--- src/rtl/alu_pkg.sv ---
// Shared definitions for the sequential ALU: function codes, FSM states and
// the iterative mul/div latency.
package alu_pkg;

   localparam logic [3:0] OP_NOP  = 4'b0000;
   localparam logic [3:0] OP_MUL  = 4'b0001;
   localparam logic [3:0] OP_DIV  = 4'b0010;
   localparam logic [3:0] OP_SMUL = 4'b0011;
   localparam logic [3:0] OP_SDIV = 4'b0100;
   localparam logic [3:0] OP_ROR  = 4'b1000;
   localparam logic [3:0] OP_ROL  = 4'b1001;
   localparam logic [3:0] OP_SLL  = 4'b1010;
   localparam logic [3:0] OP_SLR  = 4'b1011;
   localparam logic [3:0] OP_OR   = 4'b1100;
   localparam logic [3:0] OP_AND  = 4'b1101;
   localparam logic [3:0] OP_SUB  = 4'b1110;
   localparam logic [3:0] OP_ADD  = 4'b1111;

   typedef enum logic [1:0] {
      IDLE = 2'd0,
      MULT = 2'd1,
      DIVD = 2'd2
   } state_t;

   // One engine iteration per result bit, so MULDIV_LAT equals DATA_WIDTH.
   function automatic int muldiv_lat(input int data_width);
      return data_width;
   endfunction

endpackage

--- src/rtl/alu_muldiv_iter.sv ---
// Iterative unsigned shift-add multiplier / restoring divider. The first
// iteration runs on the start edge; done flags the edge of the last one.
module alu_muldiv_iter
   import alu_pkg::*;
#(
   parameter int DATA_WIDTH = 16,
   parameter int ITERS      = DATA_WIDTH
) (
   input  logic                  clk,
   input  logic                  rst,
   input  logic                  start,
   input  logic                  is_div,
   input  logic [DATA_WIDTH-1:0] a,
   input  logic [DATA_WIDTH-1:0] b,
   output logic                  done,
   output logic [DATA_WIDTH-1:0] res_hi,
   output logic [DATA_WIDTH-1:0] res_lo
);

   localparam int W  = DATA_WIDTH;
   localparam int CW = $clog2(ITERS);
   localparam logic [CW-1:0] LAST = CW'(ITERS - 1);

   logic          busy_q, busy_d;
   logic [CW-1:0] cnt_q, cnt_d;
   logic [W-1:0]  hi_q, hi_d, lo_q, lo_d, opd_q, opd_d;
   logic          div_q, div_d;

   logic [W-1:0]  src_hi, src_lo, src_b, step_hi, step_lo;
   logic          src_div;
   logic [W:0]    shifted, trial, sum;

   always_comb begin
      src_hi  = start ? '0     : hi_q;
      src_lo  = start ? a      : lo_q;
      src_b   = start ? b      : opd_q;
      src_div = start ? is_div : div_q;

      // hi holds the partial remainder (div) or running upper product (mul)
      shifted = {src_hi, src_lo[W-1]};
      trial   = shifted - {1'b0, src_b};
      sum     = {1'b0, src_hi} + (src_lo[0] ? {1'b0, src_b} : '0);
      if (src_div) begin
         if (shifted >= {1'b0, src_b}) begin
            step_hi = trial[W-1:0];
            step_lo = {src_lo[W-2:0], 1'b1};
         end else begin
            step_hi = shifted[W-1:0];
            step_lo = {src_lo[W-2:0], 1'b0};
         end
      end else begin
         step_hi = sum[W:1];
         step_lo = {sum[0], src_lo[W-1:1]};
      end

      hi_d  = hi_q;
      lo_d  = lo_q;
      opd_d = opd_q;
      div_d = div_q;
      if (start || busy_q) begin
         hi_d  = step_hi;
         lo_d  = step_lo;
         opd_d = src_b;
         div_d = src_div;
      end

      busy_d = busy_q;
      cnt_d  = cnt_q;
      if (start) begin
         busy_d = 1'b1;
         cnt_d  = CW'(1);
      end else if (busy_q) begin
         cnt_d = cnt_q + 1'b1;
         if (cnt_q == LAST) busy_d = 1'b0;
      end
   end

   assign done   = busy_q && (cnt_q == LAST);
   assign res_hi = step_hi;
   assign res_lo = step_lo;

   always_ff @(posedge clk) begin
      hi_q  <= hi_d;
      lo_q  <= lo_d;
      opd_q <= opd_d;
      div_q <= div_d;
      if (rst) begin
         busy_q <= 1'b0;
         cnt_q  <= '0;
      end else begin
         busy_q <= busy_d;
         cnt_q  <= cnt_d;
      end
   end

endmodule

--- src/rtl/alu_seq.sv ---
// Registered ALU with valid/ready handshake and iterative MUL/DIV.
// Define ALU_SIGNED_MULDIV_EN to add SMUL (0011) and SDIV (0100).
module alu_seq
   import alu_pkg::*;
#(
   parameter int DATA_WIDTH        = 16,
   parameter int ALU_CONTROL_WIDTH = 4,
   parameter int SHAMT_WIDTH       = $clog2(DATA_WIDTH)
) (
   input  logic                         clk,
   input  logic                         rst,
   input  logic                         in_valid,
   output logic                         in_ready,
   input  logic [DATA_WIDTH-1:0]        A,
   input  logic [DATA_WIDTH-1:0]        B,
   input  logic [ALU_CONTROL_WIDTH-1:0] ALU_Ctrl,
   output logic                         out_valid,
   input  logic                         out_ready,
   output logic [DATA_WIDTH-1:0]        R,
   output logic [DATA_WIDTH-1:0]        S,
   output logic                         ALU_Exception
);

   localparam int W          = DATA_WIDTH;
   localparam int MULDIV_LAT = muldiv_lat(DATA_WIDTH);

   state_t         state_q, state_d;
   logic           out_valid_q, out_valid_d;
   logic [W-1:0]   r_q, r_d, s_q, s_d;
   logic           exc_q, exc_d;
   logic           neg_lo_q, neg_lo_d, neg_hi_q, neg_hi_d, ovf_q, ovf_d;

   logic           accept, ctrl_hi_nz;
   logic [3:0]     op;
   logic           eng_start, eng_div, eng_done;
   logic [W-1:0]   eng_a, eng_b, eng_hi, eng_lo, quo, rem;
   logic [2*W-1:0] prod, sll_res, rol_tmp, ror_tmp;
   logic signed [W-1:0] a_s, b_s, sum_s, dif_s;

`ifdef ALU_SIGNED_MULDIV_EN
   function automatic logic [W-1:0] mag(input logic signed [W-1:0] x);
      return x[W-1] ? W'(-x) : W'(x);
   endfunction
`endif

   assign in_ready   = (state_q == IDLE) && (!out_valid_q || out_ready) && !rst;
   assign accept     = in_valid && in_ready;
   assign op         = ALU_Ctrl[3:0];
   assign ctrl_hi_nz = (ALU_Ctrl >> 4) != '0;

   assign a_s     = A;
   assign b_s     = B;
   assign sum_s   = a_s + b_s;
   assign dif_s   = a_s - b_s;
   assign sll_res = {{W{1'b0}}, A} << B;
   assign rol_tmp = {A, A} << B[SHAMT_WIDTH-1:0];
   assign ror_tmp = {A, A} >> B[SHAMT_WIDTH-1:0];

   // Sign correction for the signed variants happens on the final engine cycle
   assign prod = neg_lo_q ? -{eng_hi, eng_lo} : {eng_hi, eng_lo};
   assign quo  = neg_lo_q ? -eng_lo : eng_lo;
   assign rem  = neg_hi_q ? -eng_hi : eng_hi;

   always_comb begin
      state_d     = state_q;
      out_valid_d = out_valid_q && !out_ready;
      r_d         = r_q;
      s_d         = s_q;
      exc_d       = exc_q;
      neg_lo_d    = neg_lo_q;
      neg_hi_d    = neg_hi_q;
      ovf_d       = ovf_q;
      eng_start   = 1'b0;
      eng_div     = 1'b0;
      eng_a       = A;
      eng_b       = B;

      case (state_q)
         IDLE: if (accept) begin
            out_valid_d = 1'b1;
            r_d         = '0;
            s_d         = '0;
            exc_d       = 1'b0;
            neg_lo_d    = 1'b0;
            neg_hi_d    = 1'b0;
            ovf_d       = 1'b0;
            if (ctrl_hi_nz) begin
               exc_d = 1'b1;
            end else begin
               case (op)
                  OP_NOP: ;
                  OP_ADD: begin
                     r_d   = sum_s;
                     exc_d = (a_s[W-1] == b_s[W-1]) && (sum_s[W-1] != a_s[W-1]);
                  end
                  OP_SUB: begin
                     r_d   = dif_s;
                     exc_d = (a_s[W-1] != b_s[W-1]) && (dif_s[W-1] != a_s[W-1]);
                  end
                  OP_AND: r_d = A & B;
                  OP_OR:  r_d = A | B;
                  OP_SLL: {s_d, r_d} = sll_res;
                  OP_SLR: r_d = A >> B;
                  OP_ROL: r_d = rol_tmp[2*W-1:W];
                  OP_ROR: r_d = ror_tmp[W-1:0];
                  OP_MUL: begin
                     out_valid_d = 1'b0;
                     eng_start   = 1'b1;
                     state_d     = MULT;
                  end
                  OP_DIV: begin
                     if (B == '0) begin
                        r_d   = '1;
                        s_d   = A;
                        exc_d = 1'b1;
                     end else begin
                        out_valid_d = 1'b0;
                        eng_start   = 1'b1;
                        eng_div     = 1'b1;
                        state_d     = DIVD;
                     end
                  end
`ifdef ALU_SIGNED_MULDIV_EN
                  OP_SMUL: begin
                     out_valid_d = 1'b0;
                     eng_start   = 1'b1;
                     eng_a       = mag(a_s);
                     eng_b       = mag(b_s);
                     neg_lo_d    = a_s[W-1] ^ b_s[W-1];
                     state_d     = MULT;
                  end
                  OP_SDIV: begin
                     if (B == '0) begin
                        r_d   = '1;
                        s_d   = A;
                        exc_d = 1'b1;
                     end else begin
                        out_valid_d = 1'b0;
                        eng_start   = 1'b1;
                        eng_div     = 1'b1;
                        eng_a       = mag(a_s);
                        eng_b       = mag(b_s);
                        neg_lo_d    = a_s[W-1] ^ b_s[W-1];
                        neg_hi_d    = a_s[W-1];
                        ovf_d       = (A == {1'b1, {(W-1){1'b0}}}) && (B == '1);
                        state_d     = DIVD;
                     end
                  end
`endif
                  default: exc_d = 1'b1;
               endcase
            end
         end
         MULT: if (eng_done) begin
            {s_d, r_d}  = prod;
            exc_d       = 1'b0;
            out_valid_d = 1'b1;
            state_d     = IDLE;
         end
         DIVD: if (eng_done) begin
            r_d         = quo;
            s_d         = rem;
            exc_d       = ovf_q;
            out_valid_d = 1'b1;
            state_d     = IDLE;
         end
         default: state_d = IDLE;
      endcase
   end

   always_ff @(posedge clk) begin
      neg_lo_q <= neg_lo_d;
      neg_hi_q <= neg_hi_d;
      ovf_q    <= ovf_d;
      if (rst) begin
         state_q     <= IDLE;
         out_valid_q <= 1'b0;
         r_q         <= '0;
         s_q         <= '0;
         exc_q       <= 1'b0;
      end else begin
         state_q     <= state_d;
         out_valid_q <= out_valid_d;
         r_q         <= r_d;
         s_q         <= s_d;
         exc_q       <= exc_d;
      end
   end

   alu_muldiv_iter #(
      .DATA_WIDTH (DATA_WIDTH),
      .ITERS      (MULDIV_LAT)
   ) u_muldiv (
      .clk    (clk),
      .rst    (rst),
      .start  (eng_start),
      .is_div (eng_div),
      .a      (eng_a),
      .b      (eng_b),
      .done   (eng_done),
      .res_hi (eng_hi),
      .res_lo (eng_lo)
   );

   assign out_valid     = out_valid_q;
   assign R             = r_q;
   assign S             = s_q;
   assign ALU_Exception = exc_q;

endmodule

--- config.mk ---
export PLATFORM = sky130hd
export DESIGN_NAME = alu_seq
export DESIGN_NICKNAME = d
export VERILOG_FILES = /design/src/rtl/alu_pkg.sv /design/src/rtl/alu_muldiv_iter.sv /design/src/rtl/alu_seq.sv
export SDC_FILE = /design/constraint.sdc
export NUM_CORES = 1
export LEC_CHECK = 0
export CORE_MARGIN = 2
export CORE_UTILIZATION = 25
export CTS_CLUSTER_DIAMETER = 30
export DETAILED_ROUTE_END_ITERATION = 7
export GPL_TIMING_DRIVEN = 0
export MAX_ROUTING_LAYER = met4
export SKIP_LAST_GASP = 1
export SLEW_MARGIN = 40
export SYNTH_ARGS = -nofsm -noshare
export SYNTH_HDL_FRONTEND = slang
export SYNTH_HIERARCHICAL = 1
export SYNTH_SLANG_ARGS = --single-unit
--- constraint.sdc ---
create_clock -name clk -period 6.57 [get_ports clk]
set_clock_uncertainty 0.2 [all_clocks]
set_input_delay 1.314 -clock clk [delete_from_list [all_inputs] [get_ports clk]]
set_output_delay 1.314 -clock clk [all_outputs]
set_load 0.005 [all_outputs]
* Word level (Yosys, flattened, before mapping) *
Cells that the tools add are included.
Widths: inputs -> output; s select.

operators by class
  add/sub/neg operators = 5
  $lt $le $gt $ge = 1
  equal/unequal tests = 23
  shifts and indexed selects = 4
  muxes and demuxes = 45
  bitwise gates (word level) = 2
  reduce and logical (&&, ||, !) cells = 22

operators by type and width
  cell                 count
  $mux 16              13
  $pmux 16 s9          1
  $pmux 16 s2          3
  $eq 4x4->1 const B   9
  $shl 16x16->32       1
  $shl 32x4->32        1
  $shr 32x4->16        1
  $sub 16x16->16       2
  $mux 1               18
  $add 16x16->17       1
  $ge 17x16->1         1
  $add 16x16->16       1
  $and 16x16->16       1
  $logic_not 16->1     1
  $or 16x16->16        1
  $shr 16x16->16       1
  $pmux 1 s2           4
  $pmux 2 s2           2
  $reduce_and 4->1     2
  $reduce_or 8->1      1
  $logic_and 1x1->1    7
  $mux 2               3
  $ne 2x2->1 const B   3
  $add 4x1->4 const B  1
  other kinds (17)     23

storage, ports and cells
  bits in registers = 90
  input port bits = 40
  output and inout bits = 35
  word-level logic and storage cells = 114

* Logic depth before layout (Yosys ltp) *
  depth in word-level cells = 13
  depth in mapped cells = 27

* Modules after synthesis *
Netlist, hierarchy kept.

by module, submodules not included
  module           instances  cells an instance  area each (sq um)  sequential area each (sq um)
  alu_seq          1          878                6470.0             720.7
  alu_muldiv_iter  1          512                4690.7             1571.5

* Worst setup path after synthesis *
No wires, ideal clock.

  path kind = in2reg
  start point = input port B[0]
  end point = register s_q[9] (netlist: S[9])
  library setup time = 0.132 ns
  data arrival time = 6.388 ns
  required time = 6.238 ns
  path slack = -0.150 ns
  stages = 24
  cells stage by stage = buf_2 -> buf_4 -> nor4_1 -> a21o_1 -> a211oi_1 -> nor2b_1 -> buf_4 -> buf_4 -> clkbuf_1 -> buf_1 -> mux2i_1 -> nor2_1 -> ha_1 -> a21o_1 -> a21o_1 -> o31ai_1 -> a21oi_1 -> or2_2 -> or3_1 -> a21oi_1 -> a31oi_1 -> a221oi_1 -> o31a_1 -> nor3_1

between the ends
  word-level cells in the longest chain between the ends = 11

ends and longest elaborated chain
  item                                              line                                                                 source
  start, declared                                   alu_seq.sv:15                                                        input logic [DATA_WIDTH-1:0] B,
  $logic_not 16->1 *                                alu_seq.sv:112                                                       if (B == '0) begin
  $mux 1 *                                          alu_seq.sv:112
  $pmux 1 s2 *                                      alu_seq.sv:90                                                        case (op)
  $mux 1 *                                          alu_seq.sv:79                                                        IDLE: if (accept) begin
  $mux 1 *                                          alu_seq.sv:78                                                        case (state_q)
  named net eng_start                               alu_seq.sv:35                                                        logic eng_start, eng_div, eng_done;
  $mux 16 (on tied branches)                        alu_muldiv_iter.sv:36, alu_muldiv_iter.sv:34, alu_muldiv_iter.sv:35
  $mux 16, or another cell as far along             alu_muldiv_iter.sv:42                                                sum = {1'b0, src_hi} + (src_lo[0] ? {1'b0, src_b} : '0);
  $add 16x16->17 / $mux 16 (equally long branches)  alu_muldiv_iter.sv:42, alu_muldiv_iter.sv:44
  $mux 16 *                                         alu_muldiv_iter.sv:43                                                if (src_div) begin
  named net eng_hi[9]                               alu_seq.sv:36                                                        logic [W-1:0] eng_a, eng_b, eng_hi, eng_lo, quo, rem;
  $mux 16 *                                         alu_seq.sv:154                                                       MULT: if (eng_done) begin
  $pmux 16 s2 *                                     alu_seq.sv:78
  end signal, assigned                              alu_seq.sv:179                                                       s_q <= '0;
  end signal, assigned                              alu_seq.sv:185                                                       s_q <= s_d;
  end, declared                                     alu_seq.sv:29                                                        logic [W-1:0] r_q, r_d, s_q, s_d;

The timed path passes the listed nets; every way through them passes the cells marked *. The select of a mux whose other input is x is not followed.
A chain may end at the register's enable or synchronous reset.

* Worst setup path in the final report *
  start point = input port B[9]
  end point = register s_q[10] (netlist: S[10])

Same word-level chain as after synthesis.

==> results.cfg <==
[yosys]
ys_warn_count = 6
synth_nets = 1514
synthArstFlopShare = 0
yosysTopAreaCellShare = 0.1318
ys_seq_area_frac = 0.2054
yosys.area.top_type = edfxtp_1
synth_area_sq_mm = 0.01116
synth-seq-cells = 90
synth_edf_count = 49
synthCells = 1390
syn_area_per_cell_sq_um = 8.029
synth.area.top_cells = edfxtp_1 13%, ha_1 9.1%, dfxtp_1 7.4%, mux2i_1 7.0%, a21oi_1 6.4%
netlist-cell-type-count = 95
ys.flop_type = edfxtp_1

[critical_path]
worstSetupStartpoint = B[9]
cp-endpoint = S[10]
r2r_start = state_q[0]
rr_worst_depth = 21
start_kind = input port
cp_data_arrival_time_ns = 6.46
r2r_slack_ns = 1.23
end_kind = register
cp_max_fo = 10
path_class = in2reg
crit_required_ns = 6.59
r2r-end = S[10]

[placed_design]
postPlaceCellArea_sq_mm = 0.01267
place_congestion = 1.018
dp.cells = 2055
io_buffers = 71
dp_hpwl_mm = 40.77

[pwr]
p_int_mw = 1.242
vdd_drop_max_mv = 0.1154
p_leak_nw = 5.169
cellPowerDensity_mw_per_mm2 = 155.5
clkPwrFrac = 0.258
combinationalPowerShare = 0.430
p_sw_frac = 0.4104
seqPwrFrac = 0.312
p_sw_uw = 864.2
p_total_mw = 2.106

[clocking]
clk_latency_ns = 0.37
cts_buffers = 9
path_clk_slew_ns = 0.08
cts_sinks = 90
cts_tree = done
clk_path_buf_depth = 2
cts_max_level = 3
cts-root-buf = clkbuf_16

[sta]
hold_slack_ns = 0.3044
max_freq_mhz = 155.3
final-setup-viol-count = 0
fin_crit_ns = 6.441
fin_crit_sh = 0.9804
tightest_slew_ns = 0.9135
hold_viol_final = 0
drv_slew = 0
setup_tns_ns = 0
worst_slew_margin_rel = 0.3891

[routing]
highest_layer = met4
met1Wirelength_mm = 22.71
dr_wl_met3_mm = 4.934
routed_wl_mm = 52.76
viasPerCell = 5.820
wl_per_cell_um = 25.23
ant_nets = 0
wl_met2_mm = 22.76
drt-pass1-iter-count = 6
drt_iter0_drc = 1512
route.vias.total = 12170
drc = 0

[die]
die_height_um = 215.3
start_util = 0.2529
num_rows = 77
pin_count = 75
die_w_um = 215.3
core_area_sq_mm = 0.04412
die_area_sq_mm = 0.04635

[job]
maxCapViolations = 0

[grt]
grt_pass1_wl_mm = 76.53
grt_max_degree = 38
grt_overflow = 0
antenna_found_initial = 2
grt_use_total = 0.2262
grt_pass1_vias = 11400

[status]
status = complete, no violations

[layout]
fin_nets = 1617
final_area_sq_mm = 0.01354
areaGrowthSynthToFinish_pct = 21.33
drive_above_1_share = 0.1489
final_cells = 2091

[worst_hold_path]
hp-class = reg2reg
-- metal layers --
| layer | vias to the layer above | track usage |
|---|---|---|
| met5 | - | - |
| met4 | 0 | 0.08713 |
| met1 | 5971 | 0.3044 |
| met3 | 115 | 0.03921 |
| met2 | 685 | 0.3368 |
| li1 | 5398 | - |
-- critical path, stage by stage --
cell and delay [ns]:
buf_2 0.17, or4_4 0.57, nor3_4 0.23, a21o_1 0.18, a211oi_4 0.09, nor2b_4 0.18
buf_6 0.15, buf_8 0.15, buf_8 0.16, buf_12 0.16, mux2i_4 0.23, nor2_1 0.09
ha_1 0.38, a21o_1 0.20, a21o_1 0.24, a2111o_1 0.47, o22ai_4 0.25, o21bai_1 0.11
a211oi_2 0.28, o22ai_2 0.16, a221o_1 0.39, a21oi_1 0.20, nor3_1 0.08
-- cells by family after synthesis --
group / after synthesis / synth area share
flops: 90 / 0.2054
xor+xnor: 37 / 0.02904
mux: 112 / 0.1228
buf+inv: 172 / 0.07466
compound gates: 450 / 0.2687
fa+ha+maj: 84 / 0.09619
simple gates: 445 / 0.2033
-- state kept, by name, indices dropped and copies added (netlist names), 2 cells and up --
name,count
S,16
state_q,2
R,16
u_muldiv/hi_q,16
u_muldiv/lo_q,16
u_muldiv/cnt_q,4
u_muldiv/opd_q,16
-- layout make-up --
| cell class | count | area (sq um) |
|---|---|---|
| Tap cell | 592 | 740.7 |
| Inverter | 78 | 292.8 |
| Timing Repair Buffer | 94 | 843.3 |
| Antenna cell | 1 | 2.502 |
| Fill cell | 4799 | 30580 |
| Clock inverter | 7 | 86.33 |
| Clock buffer | 9 | 225.2 |
| Buffer | 92 | 618.1 |
| Sequential cell | 90 | 2292 |
| Multi-Input combinational cell | 1128 | 8441 |
-- cell usage after synthesis, types with 9 or more instances --
library cell,instances
ha_1,81
and3_1,19
nor3b_1,9
xor2_1,12
mux2i_1,78
nand3_1,31
and2_1,11
a211oi_1,49
nand2_1,84
a221o_1,12
nor2_1,132
or3_1,11
dfxtp_1,41
nor3_1,33
mux4_2,17
or2_2,11
inv_1,75
o31ai_1,11
nor2b_1,41
buf_2,18
a21o_1,19
buf_6,9
edfxtp_1,49
mux2_2,14
nand2b_1,18
o22ai_1,33
xnor2_1,25
o21bai_1,9
o21ai_0,50
clkbuf_1,45
a31oi_1,16
a21oi_1,143
a22oi_1,10
-- power groups by stage --
stage	sequential (mW)	combinational, mW	clock, mW
final	0.656	0.906	0.544
after global routing	0.659	0.965	0.570
after CTS	0.656	0.867	0.547
after detailed placement	0.669	0.843	0
after global placement	0.669	0.837	0
after floorplan	0.657	0.516	0
-- what timing repair did --
| action | in CTS | in global routing |
|---|---|---|
| endpoints found under the setup margin | 38 | 20 |
| hold buffers | 0 | 0 |
| gates resized for setup | 118 | 59 |
| buffers inserted | 11 | 10 |
| pin swaps | 10 | 16 |
-- layout by cell type, fill, tap and decap left out, types with 38 or more instances in the layout --
master / instances
mux2i_1: 65
a21oi_1: 138
edfxtp_1: 49
o21ai_0: 46
dfxtp_1: 41
clkdlybuf4s50_1: 52
nand2_1: 83
nor2_1: 130
clkbuf_1: 38
ha_1: 79
nor2b_1: 38
a211oi_1: 42
inv_1: 75
-- how the worst min path moves through the flow --
stage	startpoint	to	slack (ns)	cells after the start
floorplan	state_q[1]	state_q[1]	0.28	2
global placement	R[0]	R[0]	0.29	2
detailed placement	R[0]	R[0]	0.30	2
CTS	R[0]	R[0]	0.31	2
global route	S[14]	S[14]	0.33	2
finish	R[0]	R[0]	0.30	2
-- per-stage QoR --
stage / utilization / setup slack, ns
floorplan: - / 0.05494
CTS: 0.3033 / 0.0002149
finish: 0.3069 / 0.1288
global placement: 0.2859 / -2.854
global route: 0.3069 / -0.03154
detailed placement: 0.2872 / -2.812
(Power assumes the default switching activity.)
